`src/rtl/macguffin_pkg.sv`:
```
// Shared widths, packer FSM states and the PKCS#7 padding helper for the
// 8-byte block packer.
package macguffin_pkg;

  localparam int BLOCK_W         = 64;
  localparam int BYTE_W          = 8;
  localparam int BYTES_PER_BLOCK = 8;

  typedef enum logic {
    FILL    = 1'b0,
    PAD_BLK = 1'b1
  } packer_state_t;

  typedef struct packed {
    logic [BLOCK_W-1:0] mask;
    logic [BLOCK_W-1:0] value;
  } pad_t;

  localparam logic [BLOCK_W-1:0] FULL_PAD_BLOCK = {BYTES_PER_BLOCK{8'h08}};

  // last_idx is the byte position of the final message byte; every byte after
  // it is padding of value (7 - last_idx). last_idx == 7 yields an empty mask.
  function automatic pad_t pkcs7_pad(input logic [2:0] last_idx);
    pad_t             p;
    logic [BYTE_W-1:0] pad_byte;
    pad_byte = BYTE_W'(BYTES_PER_BLOCK - 1 - int'(last_idx));
    p.mask   = '0;
    p.value  = '0;
    for (int i = 0; i < BYTES_PER_BLOCK; i++) begin
      if (i > int'(last_idx)) begin
        p.mask[BLOCK_W-1-i*BYTE_W -: BYTE_W]  = '1;
        p.value[BLOCK_W-1-i*BYTE_W -: BYTE_W] = pad_byte;
      end
    end
    return p;
  endfunction

endpackage

```
`src/rtl/axis_block_packer.sv`:
```
// Packs an AXI-Stream byte stream into big-endian 64-bit blocks with PKCS#7
// padding on the final block, through a single output holding register.
module axis_block_packer
  import macguffin_pkg::*;
(
  input  logic               clk,
  input  logic               rst,
  input  logic [BYTE_W-1:0]  s_axis_tdata,
  input  logic               s_axis_tvalid,
  input  logic               s_axis_tlast,
  output logic               s_axis_tready,
  output logic [BLOCK_W-1:0] m_axis_tdata,
  output logic               m_axis_tvalid,
  output logic               m_axis_tlast,
  input  logic               m_axis_tready
);

  packer_state_t      r_state;
  logic [2:0]         r_cnt;
  logic [BLOCK_W-1:0] r_acc;
  logic [BLOCK_W-1:0] r_m_tdata;
  logic               r_m_tvalid;
  logic               r_m_tlast;

  packer_state_t      w_state_next;
  logic [2:0]         w_cnt_next;
  logic [BLOCK_W-1:0] w_acc_next;
  logic [BLOCK_W-1:0] w_acc_ins;
  logic               w_out_free;
  logic               w_s_fire;
  logic               w_load;
  logic [BLOCK_W-1:0] w_load_data;
  logic               w_load_last;
  pad_t               w_pad;

  assign w_out_free    = !r_m_tvalid || m_axis_tready;
  assign s_axis_tready = (r_state == FILL) && w_out_free;
  assign w_s_fire      = s_axis_tvalid && s_axis_tready;
  assign w_pad         = pkcs7_pad(r_cnt);

  assign m_axis_tdata  = r_m_tdata;
  assign m_axis_tvalid = r_m_tvalid;
  assign m_axis_tlast  = r_m_tlast;

  // Byte position p lives at bit 8*(7-p), i.e. {~p, 3'b000}.
  always_comb begin
    w_acc_ins = r_acc;
    w_acc_ins[{~r_cnt, 3'b000} +: BYTE_W] = s_axis_tdata;
  end

  // NOTE: every output gets a default first so no path leaves one unassigned,
  // which would otherwise infer a latch.
  always_comb begin
    w_state_next = r_state;
    w_cnt_next   = r_cnt;
    w_acc_next   = r_acc;
    w_load       = 1'b0;
    w_load_data  = r_m_tdata;
    w_load_last  = r_m_tlast;
    case (r_state)
      FILL: begin
        if (w_s_fire) begin
          w_acc_next = w_acc_ins;
          w_cnt_next = r_cnt + 3'd1;
          if (r_cnt == 3'd7 || s_axis_tlast) begin
            w_load      = 1'b1;
            w_cnt_next  = '0;
            // A full block has an empty pad mask, so one expression serves both.
            w_load_data = (w_acc_ins & ~w_pad.mask) | (w_pad.value & w_pad.mask);
            w_load_last = s_axis_tlast && (r_cnt != 3'd7);
            if (s_axis_tlast && r_cnt == 3'd7) w_state_next = PAD_BLK;
          end
        end
      end
      PAD_BLK: begin
        if (w_out_free) begin
          w_load       = 1'b1;
          w_load_data  = FULL_PAD_BLOCK;
          w_load_last  = 1'b1;
          w_state_next = FILL;
        end
      end
      default: w_state_next = FILL;
    endcase
  end

  // NOTE: registers use non-blocking assignments so every flop samples the
  // pre-edge values computed above, independent of statement order.
  always_ff @(posedge clk) begin
    if (!rst) r_state <= FILL;
    else      r_state <= w_state_next;
  end

  always_ff @(posedge clk) begin
    if (!rst) begin
      r_cnt      <= '0;
      r_acc      <= '0;
      r_m_tdata  <= '0;
      r_m_tvalid <= 1'b0;
      r_m_tlast  <= 1'b0;
    end else begin
      r_cnt <= w_cnt_next;
      r_acc <= w_acc_next;
      if (w_load) begin
        r_m_tvalid <= 1'b1;
        r_m_tdata  <= w_load_data;
        r_m_tlast  <= w_load_last;
      end else if (m_axis_tready) begin
        r_m_tvalid <= 1'b0;
      end
    end
  end

endmodule

```
`config.mk`:
```
export PLATFORM = sky130hd
export DESIGN_NAME = axis_block_packer
export DESIGN_NICKNAME = d
export VERILOG_FILES = /design/src/rtl/macguffin_pkg.sv /design/src/rtl/axis_block_packer.sv
export SDC_FILE = /design/constraint.sdc
export NUM_CORES = 1
export LEC_CHECK = 0
export CORE_AREA = 2 2 144 146
export DETAILED_ROUTE_END_ITERATION = 12
export DIE_AREA = 0 0 146 148
export GPL_TIMING_DRIVEN = 0
export HOLD_SLACK_MARGIN = 0.02
export SYNTH_ARGS = -nofsm -noshare
export SYNTH_HDL_FRONTEND = slang
export SYNTH_SLANG_ARGS = --single-unit
```
`constraint.sdc`:
```
create_clock -name clk -period 2.8 [get_ports clk]
set_clock_uncertainty 0.1 [all_clocks]
set_input_delay 0.42 -clock clk [delete_from_list [all_inputs] [get_ports clk]]
set_output_delay 0.42 -clock clk [all_outputs]
set_load 0.02 [all_outputs]
```
==> results by group <==
Global routing
  • Initial antenna violation count: 0
  • Tot GR Track Use: 17.9%
  • Largest net degree at the start of global routing: 17
  • First-pass GRT wire length: 29700 um
  • Grt ovf: 0
  • Vias in the first global route: between 5000 and 6000

Critical path
  • Worst Path Max Fanout: 10
  • CP max-delay cell: ha_2
  • Delay-heaviest family, CP: buffers and inverters
  • CP most frequent cell: buf_4
  • Buf/Inv on CP: 4
  • Crit path DAT: between 2 and 3 ns
  • CP required: 3.03 ns
  • Critical path class: register to register
  • Slowest stage delay, CP: 0.43 ns
  • CP cell instances: buf_4, buf_4, clkinvlp_4, ha_2, buf_2, nand2_1, nor3_2, a21boi_0, a311oi_1
  • CP endpoint kind: register
  • Worst setup SP type: register

Route
  • DRC viols: 0
  • DRT Pass-1 Iters: 5
  • WL final: 19200 um
  • Wire per inst: about 18 um
  • Post-route ant nets: 0
  • Drt first-iter violations: 405
  • Via density per instance: 5.04
  • Via count: 5344

Synth
  • Main synth FF type: dfxtp_1
  • Asr flop ratio synth: 0%
  • Register area share after synthesis: 45.3%
  • Synthesized flop and latch total: 134
  • Syn nets: 689
  • Number of enable flip-flop cells after synthesis: 0
  • Average instance area after synthesis: 8.85 um2
  • Synth Instances: 670
  • Synth area leader: dfxtp_1
  • Distinct cells, synth: 57
  • Synth Warn #: 0
  • Top-area cell type share of the netlist area: 45.3%
  • Netlist Area Pre-Place: 5930 um2
  • Largest cells by area after synthesis: dfxtp_1, mux2i_1, o21ai_0, a21oi_1, nand2_1

Finish
  • Layout cell share with drive strength beyond 1: about an eighth
  • Fin cells: 1060
  • Layout area overhead: 33.1%
  • Diodes inserted: 0
  • Total Nets Final: 797

Floorplanning
  • Initial cell density of the core: around 30%
  • Die area: roughly 22000 um2
  • Die Wd: 146 um
  • Top-Level Pins: 80
  • Row count: 52
  • Core box area: 20000 um2
  • Die height: 148 um

Power and ir drop
  • Max VDD drop: 380 uV
  • Power Dens Cells: approximately 640 nW/um2
  • Total power: 5050 uW
  • LEAKAGE: around 0.0030 uW

STA
  • RSZ-0062 raised after global routing: yes
  • Final setup viols: 0
  • Achievable Freq: roughly 0.37 GHz
  • Final cycle utilization of the critical path: 96.7%
  • Fin. max-slew vios: 0
  • Total negative slack: 0 ns
  • Hold Fails Final Rpt: 0
  • Hold WS: between 0.3 and 0.4 ns
  • Worst slew margin: 50.8%
  • Min Tclk post-route: 2.71 ns
  • Worst-Margin Slew: 0.738 ns

CTS
  • Cts hold-fix bufs: 0
  • Max Root-Sink Buffers: 2
  • CTS Buf Count: 17
  • Root buf cell: clkbuf_16
  • Worst-path clk slew: around 0.06 ns
  • Clock Sinks: around 130
  • CTS tree: built
  • Clk Latency, worst-skew pair: 0.43 ns
  • H-tree depth: 4

Placement
  • Port bufs: 78
  • GP Congestion: 0.945
  • DPL Wire Length: 13800 um
  • Dpl cells: between 1000 and 1500

Min path
  • Hold WC Path Type: register to register

Flow run
  • Max_cap viols: 0

Status
  • Status: finished clean
## cells in the final DEF (no fill, tap or decap), drive strengths merged, types with 9 or more instances in the layout
cell type and n:
a21oi 57, and3 9, buf 30, clkbuf 47
clkdlybuf4s50 78, dfxtp 134, inv 9, mux2i 87
nand2 73, nand2b 10, nand3 16, nor2 62
o21ai 76
## cell families (layout without fill, tap and decap cells)
group                      Yosys count  count (layout)  synth area share, %
muxes                               89              89                 15.1
and+or+nand+nor                    210             210                 17.3
AOI/OAI and AO/OA                  175             175                 17.0
DFF                                134             134                 45.3
buffers and inverters               56             176                 4.14
adders and majority gates            6               6                 1.27
## final timing paths
| path | from | endpoint | slack (ns) | depth (start not counted) |
|---|---|---|---|---|
| worst max-delay path | r_cnt[0] | m_axis_tdata[10] | 0.09 | 9 |
| worst min-delay path | m_axis_tdata[39] | m_axis_tdata[39] | 0.35 | 2 |
| worst max register to register | r_cnt[0] | m_axis_tdata[10] | 0.09 | 9 |
| worst min register to register | m_axis_tdata[39] | m_axis_tdata[39] | 0.35 | 2 |
## final cells by class
type	count	area [um2]
multi-input cells	480	3070
repair buffers	89	876
clock buffers	19	433
clock inverters	12	226
flip-flops and latches	134	2680
plain buffers	47	226
well taps	270	338
fillers	2060	12200
inverters	9	37.5
## power by group
| part | internal, uW | switching [uW] |
|---|---|---|
| Sequential | 1970 | 45.1 |
| Clock | 1670 | 866 |
| Combinational | 185 | 317 |
## synth_stat cells, types with 6 or more instances
library cell,n
clkbuf_1,28
buf_2,15
nand2_1,73
dfxtp_1,134
nand2b_1,10
and3_1,8
o21ai_0,72
nor2b_1,8
nand3_1,15
a21oi_1,57
inv_1,8
ha_1,6
mux2i_1,87
nor2_1,59
a311oi_1,8
## metrics by stage
stage               cell area (um2)  setup slack, ns  util (%)
finish                         7890           0.0914      39.4
global route                   7890          -0.0347      39.4
CTS                            7760          0.00459      38.7
detailed placement             7050           -0.686      35.2
global placement               7050           -0.643      35.2
floorplan                      5930            0.106         -
## state kept, by name, summed over array words and instances (netlist names)
signal,cells
r_state,1
m_axis_tlast,1
m_axis_tvalid,1
r_cnt,3
r_acc,64
m_axis_tdata,64
## metal layers
layer / part of all wire, % / GRT usage, %
met1: 45 / 23.7
met2: 44 / 27.2
met3: 7.0 / 4.94
met4: 3.5 / 8.45
met5: 0 / 0
## what timing repair did
action                     in CTS  in global routing
setup endpoints to repair     128                 83
resized for setup              13                 19
pin swaps                       1                  3
setup buffers                   2                  9
## worst min-delay path, stage by stage (launching register included)
cell     delay, ns
dfxtp_1       0.32
nand2_1       0.04
o21ai_0       0.05
(Power assumes the default switching activity.)
